<file path="src/rtl/spi_fifo_sequencer.sv">
// spi_fifo_sequencer: TX/RX FIFOs around spi_master. Each queued TX byte
// becomes one spi_master transfer, and each received byte is pushed into
// the RX FIFO. Both FIFOs are circular buffers with a separate occupancy
// count, so "full" and "empty" can be told apart at equal pointers.
module spi_fifo_sequencer #(
    parameter int DW = 8,
    parameter int AW = 4
) (
    input  logic          clk,
    input  logic          rst,
    input  logic          enable,
    input  logic          flush,
    input  logic          clr_err,
    input  logic          tx_wr,
    input  logic [DW-1:0] tx_wdata,
    output logic          tx_full,
    output logic          tx_empty,
    output logic [AW:0]   tx_level,
    input  logic          rx_rd,
    output logic [DW-1:0] rx_rdata,
    output logic          rx_empty,
    output logic [AW:0]   rx_level,
    output logic          tx_ovf,
    output logic          rx_ovf,
    output logic          seq_busy,
    output logic          seq_idle_empty,
    output logic          spi_go,
    output logic [DW-1:0] spi_datai,
    input  logic          spi_done,
    input  logic [DW-1:0] spi_datao
);

    localparam int DEPTH = 1 << AW;
    localparam logic [AW:0] CNT_FULL = (AW+1)'(DEPTH);

    typedef enum logic [1:0] {IDLE, START, WAIT} state_t;

    state_t        state_q, state_d;
    logic [DW-1:0] tx_mem [DEPTH];
    logic [DW-1:0] rx_mem [DEPTH];
    logic [AW-1:0] tx_wp_q, tx_rp_q, rx_wp_q, rx_rp_q;
    logic [AW:0]   tx_cnt_q, rx_cnt_q;
    logic [DW-1:0] spi_datai_q;
    logic          tx_ovf_q, rx_ovf_q;

    logic tx_push, tx_pop, rx_push_req, rx_push, rx_pop;
    logic rx_full;

    assign tx_full  = (tx_cnt_q == CNT_FULL);
    assign tx_empty = (tx_cnt_q == '0);
    assign rx_full  = (rx_cnt_q == CNT_FULL);
    assign rx_empty = (rx_cnt_q == '0);

    // flush overrides every FIFO movement in its cycle; an ignored pop on an
    // empty FIFO and an ignored push on a full one never touch the pointers.
    assign tx_push     = tx_wr & ~tx_full & ~flush;
    assign tx_pop      = (state_q == IDLE) & enable & ~tx_empty & ~flush;
    assign rx_push_req = (state_q == WAIT) & spi_done;
    assign rx_push     = rx_push_req & ~rx_full & ~flush;
    assign rx_pop      = rx_rd & ~rx_empty & ~flush;

    // Next-state logic: one pop per transfer, one go pulse, then wait for done.
    always_comb begin
        state_d = state_q;
        case (state_q)
            IDLE:    if (tx_pop) state_d = START;
            START:   state_d = WAIT;
            WAIT:    if (spi_done) state_d = IDLE;
            default: state_d = IDLE;
        endcase
    end

    // State register.
    always_ff @(posedge clk) begin
        if (rst) state_q <= IDLE;
        else     state_q <= state_d;
    end

    // FIFO storage needs no reset; occupancy is tracked by the counters.
    always_ff @(posedge clk) begin
        if (tx_push) tx_mem[tx_wp_q] <= tx_wdata;
        if (rx_push) rx_mem[rx_wp_q] <= spi_datao;
    end

    // TX pointers and count.
    always_ff @(posedge clk) begin
        if (rst || flush) begin
            tx_wp_q  <= '0;
            tx_rp_q  <= '0;
            tx_cnt_q <= '0;
        end else begin
            if (tx_push) tx_wp_q <= tx_wp_q + AW'(1);
            if (tx_pop)  tx_rp_q <= tx_rp_q + AW'(1);
            case ({tx_push, tx_pop})
                2'b10:   tx_cnt_q <= tx_cnt_q + (AW+1)'(1);
                2'b01:   tx_cnt_q <= tx_cnt_q - (AW+1)'(1);
                default: tx_cnt_q <= tx_cnt_q;
            endcase
        end
    end

    // RX pointers and count.
    always_ff @(posedge clk) begin
        if (rst || flush) begin
            rx_wp_q  <= '0;
            rx_rp_q  <= '0;
            rx_cnt_q <= '0;
        end else begin
            if (rx_push) rx_wp_q <= rx_wp_q + AW'(1);
            if (rx_pop)  rx_rp_q <= rx_rp_q + AW'(1);
            case ({rx_push, rx_pop})
                2'b10:   rx_cnt_q <= rx_cnt_q + (AW+1)'(1);
                2'b01:   rx_cnt_q <= rx_cnt_q - (AW+1)'(1);
                default: rx_cnt_q <= rx_cnt_q;
            endcase
        end
    end

    // Outgoing byte is latched on pop and held through START and WAIT.
    always_ff @(posedge clk) begin
        if (rst)         spi_datai_q <= '0;
        else if (tx_pop) spi_datai_q <= tx_mem[tx_rp_q];
    end

    // Sticky overflow flags; a same-cycle error event beats clr_err.
    always_ff @(posedge clk) begin
        if (rst) begin
            tx_ovf_q <= 1'b0;
            rx_ovf_q <= 1'b0;
        end else begin
            tx_ovf_q <= (tx_ovf_q & ~clr_err) | (tx_wr & tx_full);
            rx_ovf_q <= (rx_ovf_q & ~clr_err) | (rx_push_req & rx_full);
        end
    end

    assign tx_level       = tx_cnt_q;
    assign rx_level       = rx_cnt_q;
    assign rx_rdata       = rx_empty ? '0 : rx_mem[rx_rp_q];
    assign tx_ovf         = tx_ovf_q;
    assign rx_ovf         = rx_ovf_q;
    assign seq_busy       = (state_q != IDLE);
    assign seq_idle_empty = (state_q == IDLE) & tx_empty;
    assign spi_go         = (state_q == START);
    assign spi_datai      = spi_datai_q;

endmodule
</file>
<file path="config.mk">
export PLATFORM = sky130hd
export DESIGN_NAME = spi_fifo_sequencer
export DESIGN_NICKNAME = d
export VERILOG_FILES = /design/src/rtl/spi_fifo_sequencer.sv
export SDC_FILE = /design/constraint.sdc
export NUM_CORES = 1
export LEC_CHECK = 0
export BUFFER_PORTS_ARGS = -buffer_cell sky130_fd_sc_hd__buf_2
export CAP_MARGIN = 5
export CORE_UTILIZATION = 55
export CTS_CLUSTER_DIAMETER = 80
export CTS_CLUSTER_SIZE = 24
export DETAILED_ROUTE_END_ITERATION = 10
export PLACE_DENSITY_LB_ADDON = 0.3
export SYNTH_ARGS = -nofsm -noshare
export SYNTH_HDL_FRONTEND = slang
export SYNTH_SLANG_ARGS = --single-unit
</file>
<file path="constraint.sdc">
create_clock -name clk -period 3.2 [get_ports clk]
set_clock_uncertainty 0.05 [all_clocks]
set_input_delay 0.48 -clock clk [delete_from_list [all_inputs] [get_ports clk]]
set_output_delay 0.48 -clock clk [all_outputs]
set_load 0.05 [all_outputs]
</file>
; Word-level counts from Yosys, hierarchy flattened
; Memories as Yosys holds them, arrays and structs flattened. A register that Yosys moved wholly into a read port is not among the register bits.
; Index checks and enable logic that the tools add are counted.
[word_totals]
ff_bits = 30
ramBits = 256
inputBits = 24
output_inout_bits = 34
word_cells = 72
n_memories = 2
[mem_list]
columns = memory, words, word_bits, read_ports, rd_clocked_by_memory_dff, wr, line_no
row1 = rx_mem, 16, 8, 1, 1, 1, 40  ; logic [DW-1:0] rx_mem [DEPTH];
row2 = tx_mem, 16, 8, 1, 1, 1, 39  ; logic [DW-1:0] tx_mem [DEPTH];
[classes]
add_sub_neg = 8
n_eq_ne = 10
muxes = 12
bitwise = 23
reduce_logical = 8
[ops]
columns = cell, n
row1 = one-hot mux 5 bit (2 select lines), 2
row2 = adder 4 x 1 -> 4 bit (second input constant), 4
row3 = AND 1 bit, 15
row4 = adder 5 x 1 -> 5 bit (second input constant), 2
row5 = equality test 5 bit (second input constant), 2
row6 = logical NOT 5 bit, 2
row7 = subtractor 5 x 1 -> 5 bit (second input constant), 2
row8 = two-way mux 4 bit, 2
row9 = two-way mux 8 bit, 1
row10 = equality test 2 x 1 -> 1 bit (second input constant), 3
row11 = equality test 2 bit (second input constant), 3
row12 = inverter 1 bit, 6
row13 = one-hot mux 2 bit (3 select lines), 1
row14 = nonzero test 2 bit, 3
row15 = two-way mux 1 bit, 4
row16 = two-way mux 2 bit, 2
row17 = != test 2 bit (second input constant), 2
row18 = logical NOT 2 bit, 1
row19 = OR 1 bit, 2
row20 = AND reduction 2 bit, 1
row21 = logical OR 1 bit, 1

; Depth between registers and ports, before layout
; Gate-level depths: netlist of run 1.
[logic_depth]
word_depth = 6
mapped_depth = 12
mapped_depth_nobuf = 11

; Least setup slack after synthesis of run 1
; No wires, ideal clock.
[synth_timing]
path_type = register -> register
from = register tx_cnt_q[0], in the netlist tx_level[0]
to = register tx_cnt_q[4], in the netlist tx_level[4]
setup_ns = 0.070
arrival_ns = 2.983
required_time_ns = 3.080
setup_slack_ns = 0.097
path_stages_with_launch = 11
n_path_buf = 0
period_less_slack_ns = 3.103
path_cell_list = dfxtp_1 > nor4_1 > a211oi_1 > inv_1 > ha_1 > ha_1 > nor2b_1 > o21ai_0 > a21oi_1 > or4_1 > a21oi_1
[synth_between]
elab_chain_len = 6
elab_cells_between_ends = 14
cone_classes = add/sub (2) / eq/ne (3) / mux (1) / bitwise (6) / reduce/logical (2)
[synth_rtl]
columns = item, line_no
row1 = from (decl), 42  ; logic [AW:0] tx_cnt_q, rx_cnt_q;
row2 = from (signal assigned), 95  ; 2'b10: tx_cnt_q <= tx_cnt_q + (AW+1)'(1);
row3 = from (signal assigned), 96  ; 2'b01: tx_cnt_q <= tx_cnt_q - (AW+1)'(1);
row4 = from (signal assigned), 97  ; default: tx_cnt_q <= tx_cnt_q;
row5 = equality test 5 bit / logical NOT 5 bit (equally long branches), "49, 50"
row6 = inverter 1 bit (on tied branches), "56, 57"
row7 = AND 1 bit (on tied branches) (2 in series), "56, 57"
row8 = equality test 2 x 1 -> 1 bit / equality test 2 bit (equally long branches), 94  ; case ({tx_push, tx_pop})
row9 = one-hot mux 5 bit (2 select lines) / nonzero test 2 bit (equally long branches), --
; Parallel ways exist; a longest one is shown, timed or not.
; A chain may end at the register's enable or synchronous reset.

==> results.json, run 1 <==
{
  "status": "complete, no violations",
  "route.detailed.drc": 0,
  "critPathRequiredTime_ns": 2.67,
  "slowest_delay_ns": 0.56,
  "first_pass_iters": 4,
  "fin_util_pct": 62.23,
  "synthCells": 665,
  "clock_latency_ns": 0.50,
  "h-tree-depth": 1,
  "wire_per_inst_um": 22.76,
  "routed_via_density": 6.057,
  "ys_seq_elements": 298,
  "grt_start_max_net_pins": 35,
  "syn-cell-area_um2": 11970,
  "yosysWarnings": 0,
  "timing.final.crit_share_pct": 96.06,
  "synthTopCellsByCount": "edfxtp_1 (256), nor2_1 (66), mux4_2 (65)",
  "p_per_area_nw_per_um2": 496.4,
  "post_cts_buffers": 0,
  "maxCapViolCount": 0,
  "min_period_ns": 3.074,
  "relSlewSlack_pct": 45.00,
  "syn_nets": 706,
  "critPathArrivalTime_ns": 2.54,
  "crit_top_cell": "mux4_2",
  "ys_async_sr_fraction_pct": 0,
  "final-max-slew-violation-count": 0,
  "path_clk_slew_ns": 0.08,
  "ys_types": 46,
  "synth_area_leaders": "edfxtp_1 (64%), mux4_2 (12%), dfxtp_1 (7.0%)",
  "setup_tns_ns": 0,
  "die_x_um": 149.5,
  "nFillCells": 1466,
  "power_leakage_nw": 4.288,
  "die-area_um2": 22360,
  "drive_gt1_share_pct": 25.27,
  "gr-usage-all-layers_pct": 21.68,
  "die_y_um": 149.5,
  "rsz0062_at_grt": "no",
  "worstPathMaxFanout": 32,
  "vias": 6202,
  "place_congestion": 0.7881,
  "yosysSeqAreaShare_pct": 71.25,
  "yosys.cell_count.top_type": "edfxtp_1",
  "start_util_pct": 56.58,
  "ys.flop_type": "edfxtp_1",
  "dp_hpwl_um": 15300,
  "io_pins": 58,
  "synth_top_area_share_pct": 64.23,
  "path_cells": "buf_12, mux4_2, mux4_2, nor2b_1, buf_2",
  "grt_overflow": 0,
  "clockBufferDepth": 3,
  "drt_iter0_drc": 562,
  "fin_nets": 779,
  "root_buffer": "clkbuf_16",
  "vdd_drop_max_v": 0.0004856,
  "fmax_mhz": 325.3,
  "grt_pass1_vias": 6275,
  "syn_avg_cell_area_um2": 18.00,
  "whs_ns": 0.2201,
  "wl_um": 23310,
  "clock-sinks": 298,
  "coreArea_um2": 21150,
  "grt_first_pass_wirelength_um": 35580,
  "drtAntennaViolNets": 0,
  "hold_violations": 0,
  "crit_slowest_cell": "mux4_2",
  "antenna_found_initial": 1,
  "cts_buffers": 16,
  "setup-violations-final": 0,
  "multi_input_area_um2": 3184,
  "register_area_um2": 8531,
  "io_buffers": 57,
  "cts_tree": "yes",
  "tightest_slew_ns": 0.8220,
  "synth_area_leader_cell": "edfxtp_1",
  "critPathCaptureType": "output port",
  "hold_class": "input pin to register",
  "start_kind": "register",
  "area_growth_pct": 9.983,
  "worst-setup-path-type": "register to output port",
  "std_cell_rows": 53,
  "synth_edf_count": 256
}
layout make-up:
cell class                      count  share of cell area, %
Clock inverter                      2                 0.1331
Sequential cell                   298                  64.80
Inverter                           16                 0.4562
Multi-Input combinational cell    315                  24.19
Antenna cell                        1                0.01901
Clock buffer                       26                  3.488
Timing Repair Buffer               91                  4.296
Tap cell                          275                  2.614
layer usage:
| metal | vias up | part of all wire, % | routed length (µm) | GRT usage (%) |
|---|---|---|---|---|
| met5 | - | 0 | 0 | 0 |
| li1 | 2734 | - | - | - |
| met4 | 0 | 2.0 | 463 | 5.408 |
| met2 | 234 | 50 | 11570 | 36.16 |
| met1 | 3199 | 43 | 10010 | 30.60 |
| met3 | 35 | 5.4 | 1266 | 2.652 |
critical path, delay by kind of cell, from the launching register on:
| family | cells | cell delay (ns) |
|---|---|---|
| muxes | 2 | 1.08 |
| buffers and inverters | 2 | 0.47 |
| DFF | 1 | 0.35 |
| and+or+nand+nor | 1 | 0.16 |
metrics by stage:
stage | power [mW] | std cells | worst slack, ns | instance area, µm²
3_5_place_dp | 4.457 | 995 | -0.02480 | 12680
4_1_cts | 6.578 | 1023 | 0.07866 | 13150
3_3_place_gp | 4.447 | 995 | 0.1609 | 12680
2_1_floorplan | 4.374 | 665 | 0.09695 | 11970
5_1_grt | 6.714 | 1024 | 0.009338 | 13160
6_report | 6.535 | 1024 | 0.1260 | 13160
timing repair:
| item | 4_1_cts | 5_1_grt |
|---|---|---|
| gates resized for setup | 0 | 2 |
| setup endpoints to repair | 0 | 1 |
| hold buffers | 0 | 0 |
flip-flops by register name (all words and copies together) (netlist names), named ones only:
| signal | cells |
|---|---|
| rx_level | 5 |
| rx_mem | 128 |
| rx_ovf | 1 |
| rx_rp_q | 4 |
| rx_wp_q | 4 |
| spi_datai | 8 |
| state_q | 2 |
| tx_level | 5 |
| tx_mem | 128 |
| tx_ovf | 1 |
| tx_rp_q | 4 |
| tx_wp_q | 4 |
worst paths after layout:
check / start / end / slack, ns / cells past startpoint
setup / recovery: register / rx_rdata[1] / 0.13 / 5
hold / removal: tx_wr / tx_ovf / 0.22 / 3
setup reg to reg: state_q[1] / tx_level[4] / 0.16 / 11
hold reg to reg: spi_datai[4] / spi_datai[4] / 0.45 / 2
power breakdown:
part           switching [mW]  total [mW]  internal, mW
registers             0.00585        4.22          4.21
clock network            1.16        2.16          1.01
logic                   0.109       0.149        0.0400
total                    1.27        6.53          5.26
layout by cell type, fill, tap and decap left out, drive strengths merged, types with 11 or more instances in the layout:
cell type,instances
nand2,20
edfxtp,256
inv,18
nor3,11
clkbuf,26
nor2,66
mux4,72
ha,16
buf,91
xor2,11
a22oi,17
a21oi,31
nor2b,14
dfxtp,42
cells by family after synthesis:
group / share of synthesized area (%)
DFF: 71.25
and+or+nand+nor: 5.980
buffers and inverters: 2.216
xor gates and xnor gates: 1.171
AOI/OAI and AO/OA: 3.188
adders and majority gates: 1.840
muxes: 14.35
(Power assumes the default switching activity.)
==> run 2, diff against run 1 <==
==> constraint.sdc (replaced) <==
create_clock -name clk -period 3.2 [get_ports clk]
set_clock_uncertainty 0.05 [all_clocks]
set_input_delay 0 -clock clk [delete_from_list [all_inputs] [get_ports clk]]
set_output_delay 0 -clock clk [all_outputs]
set_load 0.05 [all_outputs]
==> run 2 against run 1 <==
  * Sequential cell count is the same
  * Core utilization grew 1.4 points
  * Die area is the same
  * Via count grew 2.0%
  * Sequential power is essentially flat
  * Critical endpoint is now tx_level[4]
==> results.json, run 2 (synthesized netlist as in run 1, its figures left out) <==
{
  "critPathArrivalTime_ns": 3.38,
  "grt_start_max_net_pins": 35,
  "drtAntennaViolNets": 0,
  "cts_buffers": 16,
  "route.detailed.drc": 0,
  "fmax_mhz": 332.8,
  "worstPathMaxFanout": 5,
  "register_area_um2": 8531,
  "maxCapViolCount": 0,
  "path_depth": 11,
  "reg2reg_slack_ns": 0.20,
  "vias": 6324,
  "reg2reg_from": "state_q[1]",
  "worst-setup-path-type": "register to register",
  "path_clk_slew_ns": 0.09,
  "io_pins": 58,
  "p_per_area_nw_per_um2": 487.8,
  "crit_family": "simple AND/OR/NAND/NOR gates",
  "gr-usage-all-layers_pct": 22.40,
  "place_congestion": 0.7996,
  "die_x_um": 149.5,
  "wire_per_inst_um": 22.66,
  "power_leakage_nw": 4.424,
  "final_common_cell": "edfxtp_1",
  "critPathRequiredTime_ns": 3.58,
  "io_buffers": 57,
  "slowest_delay_ns": 0.52,
  "timing.final.crit_share_pct": 93.90,
  "tightest_slew_ns": 0.7760,
  "placed_area_um2": 12710,
  "rsz0062_at_grt": "no",
  "diodes": 0,
  "die-area_um2": 22360,
  "routed_via_density": 6.006,
  "timing.rr.end": "tx_level[4]",
  "final_cell_area_um2": 13450,
  "drt_iter0_drc": 630,
  "h-tree-depth": 1,
  "relSlewSlack_pct": 48.08,
  "worstRegToRegCells": 11,
  "cts_tree": "yes",
  "min_period_ns": 3.005,
  "worstSetupEndpoint": "tx_level[4]",
  "path_cells": "or4b_1, a21o_1, inv_1, ha_2, inv_1, fa_1, nor2b_1, o21ai_0, and3_1, or4_1, a21oi_1",
  "wl_um": 23870,
  "dp_hpwl_um": 15250,
  "start_kind": "register",
  "antenna_found_initial": 0,
  "grt_first_pass_wirelength_um": 36730,
  "hold_violations": 0,
  "start_util_pct": 56.58,
  "setup-violations-final": 0,
  "crit_start": "state_q[1]",
  "multi_input_area_um2": 3184,
  "coreArea_um2": 21150,
  "drive_gt1_share_pct": 24.68,
  "hold_class": "input pin to register",
  "clock-sinks": 298,
  "first_pass_iters": 5,
  "grt_pass1_vias": 6588,
  "crit_top_cell": "inv_1",
  "critPathCaptureType": "register",
  "area_growth_pct": 12.41,
  "setup_tns_ns": 0,
  "final-max-slew-violation-count": 0,
  "crit_slowest_cell": "or4b_1",
  "fin_nets": 809,
  "die_y_um": 149.5,
  "layout_common_cells": "edfxtp_1 (256), nor2_1 (66), mux4_2 (65)",
  "status": "complete, no violations",
  "clock_latency_ns": 0.49,
  "nFillCells": 1437,
  "clockBufferDepth": 3,
  "grt_overflow": 0,
  "root_buffer": "clkbuf_16",
  "vdd_drop_max_v": 0.0003547,
  "std_cell_rows": 53,
  "path_buf_inv": 2
}
## run 2: changes by cell type in the layout (fill, tap and decap cells not counted)
cell           before  now
clkbuf_1            9   10
inv_6               2    0
dlygate4sd3_1       0   26
diode_2             1    0
inv_12              0    1
buf_4              32   36
## run 2: worst min-delay path, delay by kind of cell
kind,cells,cell delay [ns]
simple gates,2,0.23
buf+inv,2,0.18
compound gates,2,0.15
## run 2: metal layers
metal | vias to the layer above | part of all wire (%) | GRT usage [%]
li1 | 2807 | - | -
met1 | 3221 | 40 | 30.72
met2 | 255 | 51 | 37.43
met3 | 41 | 7.3 | 3.659
met4 | 0 | 1.9 | 6.020
met5 | - | 0 | 0
## run 2: worst min path at each step
stage | depth (start not counted) | to | from
after floorplan | 1 | rx_ovf | rst
after global placement | 3 | tx_ovf | tx_wr
after detailed placement | 3 | tx_ovf | tx_wr
after CTS | 6 | tx_rp_q[1] | enable
after global routing | 6 | tx_rp_q[1] | enable
final | 6 | tx_rp_q[1] | enable
## run 2: layout make-up
type                            count  area share, %
Clock buffer                       27          3.441
Clock inverter                      1         0.1209
Inverter                           16         0.4464
Multi-Input combinational cell    315          23.67
Sequential cell                   298          63.41
Tap cell                          275          2.557
Timing Repair Buffer              121          6.361
## run 2: timing repair
action | CTS | global route
buffers inserted | 0 | 0
endpoints found under the setup margin | 0 | 1
hold buffers | 26 | 0
gates resized for setup | 0 | 2
endpoints found under the hold margin | 274 | 0
## run 2: metrics by stage
| step | worst slack [ns] | util (%) | total power [mW] | hold slack (ns) | std cells |
|---|---|---|---|---|---|
| 2_1_floorplan | 0.09695 | - | 4.374 | 0.02238 | 665 |
| 5_1_grt | 0.005024 | 63.60 | 6.742 | 0.08593 | 1053 |
| 6_report | 0.1953 | 63.60 | 6.563 | 0.06627 | 1053 |
| 3_5_place_dp | 0.1739 | 60.06 | 4.455 | 0.2643 | 999 |
| 3_3_place_gp | 0.2769 | 60.06 | 4.445 | 0.2356 | 999 |
| 4_1_cts | 0.1696 | 63.56 | 6.595 | 0.04053 | 1053 |
## run 2: report_power, final
group          internal [mW]  switching [mW]  leakage, nW
clock network           1.01            1.16        0.229
logic                 0.0565           0.112         1.55
registers               4.21         0.00584         2.64
==> run 3, diff against run 2 <==
--- a/config.mk
+++ b/config.mk
@@ -11,7 +11,7 @@
 export CTS_CLUSTER_DIAMETER = 80
 export CTS_CLUSTER_SIZE = 24
 export DETAILED_ROUTE_END_ITERATION = 10
-export PLACE_DENSITY_LB_ADDON = 0.3
+export PLACE_DENSITY = 0.75
 export SYNTH_ARGS = -nofsm -noshare
 export SYNTH_HDL_FRONTEND = slang
 export SYNTH_SLANG_ARGS = --single-unit
==> run 3 against run 2 <==
  * Design area barely moved
  * Count of clock-buffer cells in the layout fell by 1
  * Worst hold slack better by 0.046 ns
  * Register-to-register slack barely moved
  * Combinational power about the same
  * Critical path type unchanged
  * Largest cell class unchanged
  * Highest routed layer unchanged
==> results.json, run 3 (synthesized netlist as in run 1, its figures left out) <==
{
  "crit_start": "state_q[1]",
  "relSlewSlack_pct": 46.43,
  "fin_nets": 809,
  "route.detailed.drc": 0,
  "grt_overflow": 0,
  "io_pins": 58,
  "final_cell_area_um2": 13460,
  "final-max-slew-violation-count": 0,
  "vias": 6334,
  "timing.final.crit_share_pct": 94.06,
  "whs_ns": 0.1128,
  "tightest_slew_ns": 0.8006,
  "die_x_um": 149.5,
  "hold_violations": 0,
  "placed_area_um2": 12690,
  "start_kind": "register",
  "critPathCaptureType": "register",
  "register_area_um2": 8531,
  "reg2reg_from": "state_q[1]",
  "cts_buffers": 16,
  "final_common_cell": "edfxtp_1",
  "path_clk_slew_ns": 0.10,
  "worstRegToRegCells": 11,
  "reg2reg_slack_ns": 0.19,
  "area_growth_pct": 12.48,
  "antenna_found_initial": 0,
  "h-tree-depth": 1,
  "path_depth": 11,
  "cts_tree": "yes",
  "wl_um": 23240,
  "grt_start_max_net_pins": 33,
  "min_period_ns": 3.010,
  "min-delay-start": "enable",
  "fin_util_pct": 63.64,
  "crit_top_cell": "inv_1",
  "routed_via_density": 6.015,
  "gr-usage-all-layers_pct": 21.82,
  "worstSetupEndpoint": "tx_level[4]",
  "timing.rr.end": "tx_level[4]",
  "maxCapViolCount": 0,
  "fmax_mhz": 332.2,
  "start_util_pct": 56.58,
  "path_cells": "or4b_1, a21o_1, inv_1, ha_4, inv_1, fa_1, nor2b_2, o21ai_0, and3_1, or4_1, a21oi_1",
  "critPathArrivalTime_ns": 3.39,
  "wire_per_inst_um": 22.07,
  "crit_slowest_cell": "or4b_1",
  "vdd_drop_max_v": 0.0004404,
  "path_buf_inv": 2,
  "power_mw": 6.585,
  "worstPathMaxFanout": 5,
  "setup-violations-final": 0,
  "status": "complete, no violations",
  "coreArea_um2": 21150,
  "post_cts_buffers": 0,
  "dp_hpwl_um": 15210,
  "multi_input_area_um2": 3191,
  "setup_tns_ns": 0,
  "slowest_delay_ns": 0.54,
  "critPathRequiredTime_ns": 3.58,
  "die-area_um2": 22360,
  "clock_latency_ns": 0.49,
  "hold_class": "input pin to register",
  "worst-setup-path-type": "register to register",
  "power_leakage_nw": 4.432,
  "dp_worst_setup_slack_ns": 0.1126,
  "diodes": 0,
  "clockBufferDepth": 3,
  "std_cell_rows": 53,
  "grt_pass1_vias": 6321,
  "grt_first_pass_wirelength_um": 36200,
  "io_buffers": 57,
  "fin_cells": 1053,
  "first_pass_iters": 5,
  "p_per_area_nw_per_um2": 489.2,
  "layout_common_cells": "edfxtp_1 (256), nor2_1 (66), mux4_2 (65)",
  "drt_iter0_drc": 648,
  "die_y_um": 149.5,
  "nFillCells": 1429,
  "setup_ws_ns": 0.1901,
  "dp_cells": 999,
  "rsz0062_at_grt": "no",
  "clock-sinks": 298,
  "place_congestion": 0.8261,
  "drive_gt1_share_pct": 24.94,
  "drtAntennaViolNets": 0,
  "crit_family": "simple AND/OR/NAND/NOR gates",
  "root_buffer": "clkbuf_16"
}
==> run 3: worst min-delay path, delay by kind of cell <==
kind	cells	cell delay, ns
simple gates	2	0.26
compound gates	2	0.15
buf+inv	2	0.21
==> run 3: per-layer routing <==
layer	vias up	part of all wire, %	global-route usage, %
met5	-	0	0
li1	2793	-	-
met4	0	1.5	4.694
met3	28	6.1	2.713
met2	263	49	35.39
met1	3250	44	32.04
==> run 3: report_power, final <==
part	switching (mW)	internal (mW)
clock network	1.15	1.05
registers	0.00556	4.21
logic	0.109	0.0572
==> run 3: repair_timing <==
item	in CTS	in global routing
hold endpoints to repair	274	0
hold buffers	26	0
endpoints found under the setup margin	0	1
resized for setup	0	3
==> run 3: layout make-up <==
type / count / area share, %
well taps: 275 / 2.556
inverters: 16 / 0.4461
flip-flops and latches: 298 / 63.36
multi-input cells: 315 / 23.70
clock buffers: 26 / 3.569
repair buffers: 121 / 6.264
clock inverters: 2 / 0.1022
==> run 3: how the worst min path moves through the flow <==
stage                 endpoint  slack [ns]  cells past startpoint
finish              tx_rp_q[1]        0.11                      6
global route        tx_rp_q[1]        0.18                      6
detailed placement  state_q[1]        0.27                      4
floorplan               rx_ovf        0.02                      1
global placement        tx_ovf        0.23                      3
CTS                 tx_rp_q[1]        0.06                      6
